`config.mk`:
```
export PLATFORM = sky130hd
export DESIGN_NAME = regfile_hazard_ctrl
export DESIGN_NICKNAME = d
export VERILOG_FILES = /design/src/rtl/regfile_hazard_ctrl.sv
export SDC_FILE = /design/constraint.sdc
export NUM_CORES = 1
export LEC_CHECK = 0
export CAP_MARGIN = 20
export CORE_MARGIN = 5
export CORE_UTILIZATION = 51
export CTS_BUF_LIST = sky130_fd_sc_hd__clkbuf_4 sky130_fd_sc_hd__clkbuf_8
export CTS_CLUSTER_DIAMETER = 100
export CTS_CLUSTER_SIZE = 14
export DETAILED_ROUTE_END_ITERATION = 6
export PLACE_DENSITY = 0.83
export SLEW_MARGIN = 20
export SYNTH_ARGS = -nofsm -noshare
export SYNTH_HDL_FRONTEND = slang
export SYNTH_SLANG_ARGS = --single-unit
```
`constraint.sdc`:
```
create_clock -name clk -period 5.3 [get_ports clk]
set_input_delay 1.325 -clock clk [delete_from_list [all_inputs] [get_ports clk]]
set_output_delay 1.325 -clock clk [all_outputs]
set_load 0.01 [all_outputs]
```
`src/rtl/regfile_hazard_ctrl.sv`:
```
// regfile_hazard_ctrl
// Issue-side scoreboard for the 32x64 integer register file. Decodes rs1/rs2/rd
// of the candidate instruction, tracks registers with writes in flight, holds
// issue on RAW / WAW / full-scoreboard hazards, and sequences a drain so the
// pipeline can be quiesced before a flush.
// Optional feature: define REGFILE_HAZARD_BYPASS_EN to let a same-cycle
// write-back resolve RAW/WAW hazards on its register (write-through regfile).
module regfile_hazard_ctrl #(
    parameter int MAX_OUTSTANDING = 4
) (
    input  logic        clk,
    input  logic        reset,
    input  logic        issue_valid,
    input  logic [31:0] issue_instr,
    input  logic        wb_valid,
    input  logic [4:0]  wb_rd,
    input  logic        drain_req,
    output logic        issue_fire,
    output logic        stall,
    output logic [31:0] pending,
    output logic [4:0]  outstanding,
    output logic        drain_done,
    output logic        wb_err
);

    localparam logic [6:0] OP_R_TYPE = 7'b0110011;
    localparam logic [6:0] OP_LOAD   = 7'b0000011;
    localparam logic [6:0] OP_STORE  = 7'b0100011;
    localparam logic [6:0] OP_BRANCH = 7'b1100011;
    localparam logic [4:0] MAX_CNT   = 5'(MAX_OUTSTANDING);

    typedef enum logic [1:0] {
        ST_RUN   = 2'd0,
        ST_DRAIN = 2'd1,
        ST_DONE  = 2'd2,
        ST_HOLD  = 2'd3
    } state_t;

    state_t      state_reg;
    logic [31:0] pending_reg;
    logic [31:0] pending_next;
    logic [4:0]  outstanding_reg;
    logic        drain_done_reg;
    logic        wb_err_reg;

    logic [6:0]  opcode;
    logic [4:0]  rd;
    logic [4:0]  rs1;
    logic [4:0]  rs2;
    logic        uses_rs1;
    logic        uses_rs2;
    logic        writes_rd;
    logic [31:0] hazard_view;
    logic        hazard;
    logic        set_en;
    logic        clr_en;
    logic [31:0] set_mask;
    logic [31:0] clr_mask;
    logic        unused_instr_bits;

    assign opcode = issue_instr[6:0];
    assign rd     = issue_instr[11:7];
    assign rs1    = issue_instr[19:15];
    assign rs2    = issue_instr[24:20];
    // funct3/funct7 do not affect register usage
    assign unused_instr_bits = ^{issue_instr[31:25], issue_instr[14:12]};

    // Classify the opcode into source usage and destination write
    always_comb begin
        uses_rs1  = 1'b0;
        uses_rs2  = 1'b0;
        writes_rd = 1'b0;
        case (opcode)
            OP_R_TYPE: begin uses_rs1 = 1'b1; uses_rs2 = 1'b1; writes_rd = 1'b1; end
            OP_LOAD:   begin uses_rs1 = 1'b1; writes_rd = 1'b1; end
            OP_STORE:  begin uses_rs1 = 1'b1; uses_rs2 = 1'b1; end
            OP_BRANCH: begin uses_rs1 = 1'b1; uses_rs2 = 1'b1; end
            default:   ;
        endcase
        // a write to x0 is discarded, so it never touches the scoreboard
        if (rd == 5'd0) writes_rd = 1'b0;
    end

`ifdef REGFILE_HAZARD_BYPASS_EN
    // The completing write-back is forwarded by the regfile write-through,
    // so its register no longer counts as busy for this cycle's hazards.
    assign hazard_view = pending_reg & ~(wb_valid ? (32'd1 << wb_rd) : 32'd0);
`else
    assign hazard_view = pending_reg;
`endif

    // RAW on used sources, WAW on rd, or no free scoreboard slot
    always_comb begin
        hazard = (uses_rs1 & hazard_view[rs1])
               | (uses_rs2 & hazard_view[rs2])
               | (writes_rd & hazard_view[rd])
               | (writes_rd & (outstanding_reg == MAX_CNT));
    end

    assign stall      = issue_valid & (hazard | (state_reg != ST_RUN));
    assign issue_fire = issue_valid & ~stall;

    // Only write-backs to a genuinely pending register retire an entry
    assign set_en   = issue_fire & writes_rd;
    assign clr_en   = wb_valid & (wb_rd != 5'd0) & pending_reg[wb_rd];
    assign set_mask = set_en ? (32'd1 << rd) : 32'd0;
    assign clr_mask = clr_en ? (32'd1 << wb_rd) : 32'd0;

    // Per-register next state: a set wins over a same-cycle clear; x0 stays 0
    generate
        for (genvar gi = 0; gi < 32; gi++) begin : g_sb
            if (gi == 0) begin : g_x0
                assign pending_next[gi] = 1'b0;
            end else begin : g_xn
                assign pending_next[gi] = set_mask[gi] | (pending_reg[gi] & ~clr_mask[gi]);
            end
        end
    endgenerate

    // Scoreboard bitmap, population count and sticky write-back error
    always_ff @(posedge clk) begin
        if (reset) begin
            pending_reg     <= 32'd0;
            outstanding_reg <= 5'd0;
            wb_err_reg      <= 1'b0;
        end else begin
            pending_reg <= pending_next;
            if (set_en && !clr_en)
                outstanding_reg <= outstanding_reg + 5'd1;
            else if (clr_en && !set_en)
                outstanding_reg <= outstanding_reg - 5'd1;
            if (wb_valid && !clr_en)
                wb_err_reg <= 1'b1;
        end
    end

    // Drain sequencer: RUN -> DRAIN -> DONE (pulse) -> RUN or HOLD
    always_ff @(posedge clk) begin
        if (reset) begin
            state_reg      <= ST_RUN;
            drain_done_reg <= 1'b0;
        end else begin
            drain_done_reg <= 1'b0;
            case (state_reg)
                ST_RUN:   if (drain_req) state_reg <= ST_DRAIN;
                ST_DRAIN: if (outstanding_reg == 5'd0) begin
                    state_reg      <= ST_DONE;
                    drain_done_reg <= 1'b1;
                end
                ST_DONE:  state_reg <= drain_req ? ST_HOLD : ST_RUN;
                ST_HOLD:  if (!drain_req) state_reg <= ST_RUN;
                default:  state_reg <= ST_RUN;
            endcase
        end
    end

    assign pending     = pending_reg;
    assign outstanding = outstanding_reg;
    assign drain_done  = drain_done_reg;
    assign wb_err      = wb_err_reg;

endmodule

```
==> impl_metrics.yaml, run 1 <==
yosys:
  synth_edf_count: 0
  synth.cell_area_sq_um: 3170
  synth_cells: 314
  netlist_top_cells_area: "dfxtp_1, mux4_2, o41ai_2"
  synth_top_area_cell: "dfxtp_1"
  synthArstFlopShare_pct: 0
  ys.flop_type: "dfxtp_1"
  synth_warnings: 0
  synth_top_cell_area_share_pct: 25.3
  ys_ff_latch: 40
  syn_avg_cell_area_sq_um: 10.1
  seq_area_frac_synth_pct: 25.3
  synth_nets: 361
  ys_types: 52
sta:
  max_freq_mhz: 197
  grt_setup_unrepaired: "no"
  timing.setup.tns_ns: 0
  worstMarginPinSlew_ns: 1.01
  clock_skew_ns: 0.0128
  period_share_pct: 95.7
  slew_viol_final: 0
  hold_violations: 0
  finalSetupViolCount: 0
  timing.slew.headroom_pct: 32.6
  post-route-min-period_ns: 5.07
placed_design:
  placed_cell_area_sq_um: 4050
  dp_hpwl_um: 7620
  port_buffers: 71
  gp_congestion: 0.944
worst_setup_path:
  crit_slowest_cell: "mux4_2"
  critical_path_class: "input pin to output port"
  cp-end-kind: "output port"
  required_ns: 3.97
  start_kind: "input pin"
  crit_path_max_incr_delay_ns: 0.51
  critPathMostFrequentCell: "mux4_2"
  cp_cell_sequence: "clkdlybuf4s50_1 -> buf_6 -> mux4_2 -> mux4_2 -> nor2b_4 -> o31ai_4 -> nor3b_1 -> dlygate4sd2_1"
  worst-path-buf-inv: 3
  critPathTopFamily: "multiplexers"
  arrival_ns: 3.75
  crit_fanout: 6
power_and_ir_drop:
  irDropWorstVdd_mv: 0.112
  leakage_nw: 1.55
  powerDensity_nw_per_um2: 168
clock_network:
  cts_setup_buffers: 0
  insertion_delay_ns: 0.31
  ctsRootBufferMaster: "clkbuf_8"
  clk_transition_reported_paths_ns: 0.09
  cts_tree: "yes"
  ctsHtreeMaxLevel: 2
  clock-sinks: 40
  cts_buffers: 5
  clock_path_buffers: 2
global_route:
  grt_max_degree: 33
  grt_pass1_wl_um: 16300
  grt_pass1_vias: 3202
  antenna_found_initial: 0
  grt_usage_pct: 27.0
  gr-total-overflow: 0
die:
  rows: 28
  dieWidth_um: 88.8
  core_area_sq_um: 5990
  die_y_um: 88.8
  die_area_sq_um: 7890
  ios: 83
  start_util_pct: 52.9
job:
  maxCapViolCount: 0
final_layout:
  layout_commonest_cell: "clkdlybuf4s50_1"
  largest_reg_flops: 31
  syn_to_final_growth_pct: 31.6
  final_area_sq_um: 4170
  antenna_cells: 0
  regArea_sq_um: 801
  final_cell_mix: "clkdlybuf4s50_1, dfxtp_1, o211ai_1"
  multi_input_area_sq_um: 2220
  num-fill-cells: 461
  drive_above_1_share_pct: 20.3
  layout.nets: 435
routing:
  drt-wirelength-per-cell_um: 22.2
  drt_iter0_drc: 230
  drt_first_pass_iters: 4
  vias: 3128
  drt_wl_total_um: 10300
  antenna_left: 0
  drc: 0
  routed_via_density: 6.74
run_status:
  status: "finished clean"
worst_hold_path:
  hp-class: "flop to flop"
[cells in the mapped netlist, types with 3 or more instances]
| library cell | count |
|---|---|
| dfxtp_1 | 40 |
| o211ai_1 | 31 |
| mux4_2 | 24 |
| mux2i_1 | 21 |
| nand2_1 | 20 |
| nor2_1 | 19 |
| o41ai_2 | 17 |
| clkbuf_1 | 15 |
| o41ai_1 | 15 |
| a21oi_1 | 10 |
| nand3_1 | 9 |
| nor2b_1 | 9 |
| inv_1 | 8 |
| buf_2 | 7 |
| nand2b_1 | 6 |
| mux2_1 | 5 |
| ha_1 | 4 |
| nor3_1 | 4 |
| buf_1 | 3 |
| nor3b_1 | 3 |
| xor2_1 | 3 |
[kinds of logic after synthesis]
logic type	synth area share [%]
adders and majority gates	2.53
buffers and inverters	5.13
and+or+nand+nor	13.3
muxes	25.5
other	0.118
AOI/OAI and AO/OA	26.8
xor gates and xnor gates	1.38
DFF	25.3
[where the power goes]
part | total [mW] | switching (mW) | internal, mW
logic | 0.134 | 0.0741 | 0.0598
registers | 0.304 | 0.00144 | 0.302
clock network | 0.263 | 0.121 | 0.142
[tightest hold or removal path: cells and delay by family, from the launching register on]
kind | cells | cell delay, ns
and+or+nand+nor | 1 | 0.07
AOI/OAI and AO/OA | 1 | 0.04
DFF | 1 | 0.34
[layer usage]
| metal | vias up | routed length [um] | share of wire (%) | track usage, % |
|---|---|---|---|---|
| met4 | 0 | 325 | 3.2 | 13.0 |
| met3 | 29 | 960 | 9.3 | 5.12 |
| li1 | 1414 | - | - | - |
| met1 | 1506 | 3950 | 38 | 33.3 |
| met5 | - | 0 | 0 | 0 |
| met2 | 179 | 5060 | 49 | 45.3 |
[final timing paths]
| path | slack (ns) | cells after the start | to | from |
|---|---|---|---|---|
| max | 0.23 | 8 | issue_fire | issue_instr[21] |
| min | 0.49 | 2 | wb_err$_SDFFE_PP0P_ | wb_err$_SDFFE_PP0P_ |
| max reg2reg | 1.50 | 15 | outstanding[4]$_SDFFE_PP0P_ | pending[27]$_SDFF_PP0_ |
| min reg2reg | 0.49 | 2 | wb_err$_SDFFE_PP0P_ | wb_err$_SDFFE_PP0P_ |
[cell type report]
| class | instances | share of cell area (%) |
|---|---|---|
| sequential | 40 | 19.2 |
| tap | 75 | 2.25 |
| inverter | 9 | 0.810 |
| clock buffer | 5 | 1.65 |
| timing repair buffer | 95 | 21.8 |
| clock inverter | 3 | 1.11 |
| multi-input combinational | 237 | 53.2 |
[per-stage QoR]
stage | setup slack [ns] | util, % | cells | total power [mW] | hold slack [ns]
after floorplan | 0.669 | - | 314 | 0.385 | 0.475
after global placement | -0.0226 | 67.5 | 456 | 0.440 | 0.450
after detailed placement | -0.0931 | 67.5 | 456 | 0.443 | 0.476
after CTS | 0.0166 | 69.4 | 464 | 0.702 | 0.499
after global routing | 0.165 | 69.6 | 464 | 0.726 | 0.546
final | 0.228 | 69.6 | 464 | 0.701 | 0.494
[timing repair]
| item | in CTS | in global routing |
|---|---|---|
| hold buffers | 0 | 0 |
| endpoints found under the setup margin | 1 | 1 |
| pin swaps | 0 | 0 |
| resized for setup | 1 | 3 |
Power figures use the tool's default switching activity.
==> run 2: changes to the inputs <==
--- a/config.mk
+++ b/config.mk
@@ -9,9 +9,10 @@
 export CORE_MARGIN = 5
 export CORE_UTILIZATION = 51
 export CTS_BUF_LIST = sky130_fd_sc_hd__clkbuf_4 sky130_fd_sc_hd__clkbuf_8
-export CTS_CLUSTER_DIAMETER = 100
+export CTS_CLUSTER_DIAMETER = 50
 export CTS_CLUSTER_SIZE = 14
 export DETAILED_ROUTE_END_ITERATION = 6
+export GPL_TIMING_DRIVEN = 0
 export PLACE_DENSITY = 0.83
 export SLEW_MARGIN = 20
 export SYNTH_ARGS = -nofsm -noshare
==> impl_metrics.yaml, run 2 (same netlist as run 1, synthesis figures left out) <==
die:
  core_area_sq_um: 5990
  rows: 28
  start_util_pct: 52.9
  dieWidth_um: 88.8
  die_area_sq_um: 7890
  ios: 83
  die_y_um: 88.8
sta:
  hold_slack_ns: 0.521
  grt_setup_unrepaired: "no"
  finalSetupViolCount: 0
  timing.setup.tns_ns: 0
  period_share_pct: 98.5
  slew_viol_final: 0
  clock_skew_ns: 0.00426
  post-route-min-period_ns: 5.22
  timing.slew.headroom_pct: 63.4
  hold_violations: 0
  max_freq_mhz: 192
  worstMarginPinSlew_ns: 0.548
routing:
  antenna_left: 0
  drt_iter0_drc: 320
  drc: 0
  routed_via_density: 7.03
  drt_wl_total_um: 10500
  drt-wirelength-per-cell_um: 22.9
  drt_first_pass_iters: 4
  vias: 3233
clock_network:
  cts_tree: "yes"
  insertion_delay_ns: 0.30
  clock-sinks: 40
  clk_transition_reported_paths_ns: 0.09
  ctsHtreeMaxLevel: 2
  postCtsHoldBufs: 0
  cts_buffers: 5
  cts_setup_buffers: 0
  clock_path_buffers: 2
  ctsRootBufferMaster: "clkbuf_8"
worst_setup_path:
  cp-end-kind: "output port"
  start_kind: "input pin"
  worst-path-stages: 8
  crit_path_max_incr_delay_ns: 0.52
  worst-path-buf-inv: 2
  critical_path_class: "input pin to output port"
  arrival_ns: 3.89
  reg2reg_depth: 16
  required_ns: 3.97
  crit_fanout: 3
  crit_slowest_cell: "clkdlybuf4s50_1"
  cp_cell_sequence: "clkdlybuf4s50_1 -> mux4_2 -> nand2b_1 -> a32o_1 -> a311oi_2 -> a21oi_1 -> o21a_1 -> clkdlybuf4s50_1"
  reg2reg_slack_ns: 1.32
  critPathMostFrequentCell: "clkdlybuf4s50_1"
  crit_end: "stall"
  timing.rr.start: "pending[27]$_SDFF_PP0_"
  r2r_end: "outstanding[4]$_SDFFE_PP0P_"
  critPathLaunch: "issue_instr[7]"
  critPathTopFamily: "buffers and inverters"
final_layout:
  largest_reg_flops: 31
  final_cell_mix: "clkdlybuf4s50_1, dfxtp_1, o211ai_1"
  num-fill-cells: 471
  final_area_sq_um: 4070
  drive_above_1_share_pct: 19.5
  syn_to_final_growth_pct: 28.4
  antenna_cells: 0
  layout.nets: 431
  layout_commonest_cell: "clkdlybuf4s50_1"
global_route:
  use_met3_pct: 4.47
  grt_usage_pct: 27.1
  grt_pass1_wl_um: 16300
  grt_max_degree: 14
  gr-total-overflow: 0
  gr-max-usage-layer: "met2"
  grt_pass1_vias: 3135
  grtUsageMet2_pct: 44.4
  grt_use_met1_pct: 35.7
  antenna_found_initial: 0
power_and_ir_drop:
  powerDensity_nw_per_um2: 170
  irDropWorstVdd_mv: 0.147
  leakage_nw: 1.47
  p_total_mw: 0.693
worst_hold_path:
  hp-class: "flop to flop"
  worstHoldStart: "state_reg[0]$_SDFFE_PP0P_"
job:
  maxCapViolCount: 0
placed_design:
  dp_hpwl_um: 7820
  port_buffers: 64
  gp_congestion: 0.973
  placed_cell_area_sq_um: 3900
run_status:
  status: "finished clean"
-- run 2: cell types whose count changed in the layout (fill, tap and decap cells not counted), sizes merged --
cell,change
inv,-1
clkdlybuf4s50,-8
clkinv,+1
dlygate4sd2,+1
clkbuf,+14
buf,-11
-- run 2: worst min-delay path by stage --
stage / cells after the start / end / slack, ns
after floorplan: 1 / state_reg[1]$_SDFFE_PP0P_ / 0.48
after CTS: 2 / drain_done$_SDFF_PP0_ / 0.53
after global placement: 2 / wb_err$_SDFFE_PP0P_ / 0.45
final: 2 / drain_done$_SDFF_PP0_ / 0.52
after global routing: 1 / state_reg[1]$_SDFFE_PP0P_ / 0.55
after detailed placement: 1 / state_reg[1]$_SDFFE_PP0P_ / 0.51
-- run 2: report_power, final --
group	switching (mW)	total [mW]	internal [mW]
sequential	0.00149	0.304	0.302
clock	0.120	0.260	0.140
combinational	0.0768	0.129	0.0524
-- run 2: worst min-delay path, cell delays in order (launching register included) --
cell and delay [ns]:
dfxtp_1 0.32, nand2b_1 0.10, nor3_1 0.06
-- run 2: layer usage --
| layer | share of wire (%) | wire length, um |
|---|---|---|
| met4 | 3.0 | 312 |
| met1 | 39 | 4060 |
| met3 | 10 | 1100 |
| met2 | 48 | 5060 |
| met5 | 0 | 0 |
-- run 2: timing repair --
item	4_1_cts	5_1_grt
pin swaps	0	2
setup endpoints to repair	3	2
resized for setup	12	10
-- run 2: final cells by class --
cell class	instances	area, sq um	share of cell area (%)
flip-flops and latches	40	801	19.7
well taps	75	93.8	2.31
repair buffers	64	641	15.7
plain buffers	27	141	3.47
inverters	9	33.8	0.830
multi-input cells	237	2250	55.2
clock buffers	5	68.8	1.69
clock inverters	3	42.5	1.05
-- run 2: per-stage QoR --
stage          worst slack (ns)  util (%)  cells
2_1_floorplan             0.669         -    314
5_1_grt                  0.0201      67.9    460
3_3_place_gp             -0.379      65.2    453
6_report                 0.0816      67.9    460
3_5_place_dp             -0.510      65.2    453
4_1_cts                  0.0378      67.6    461
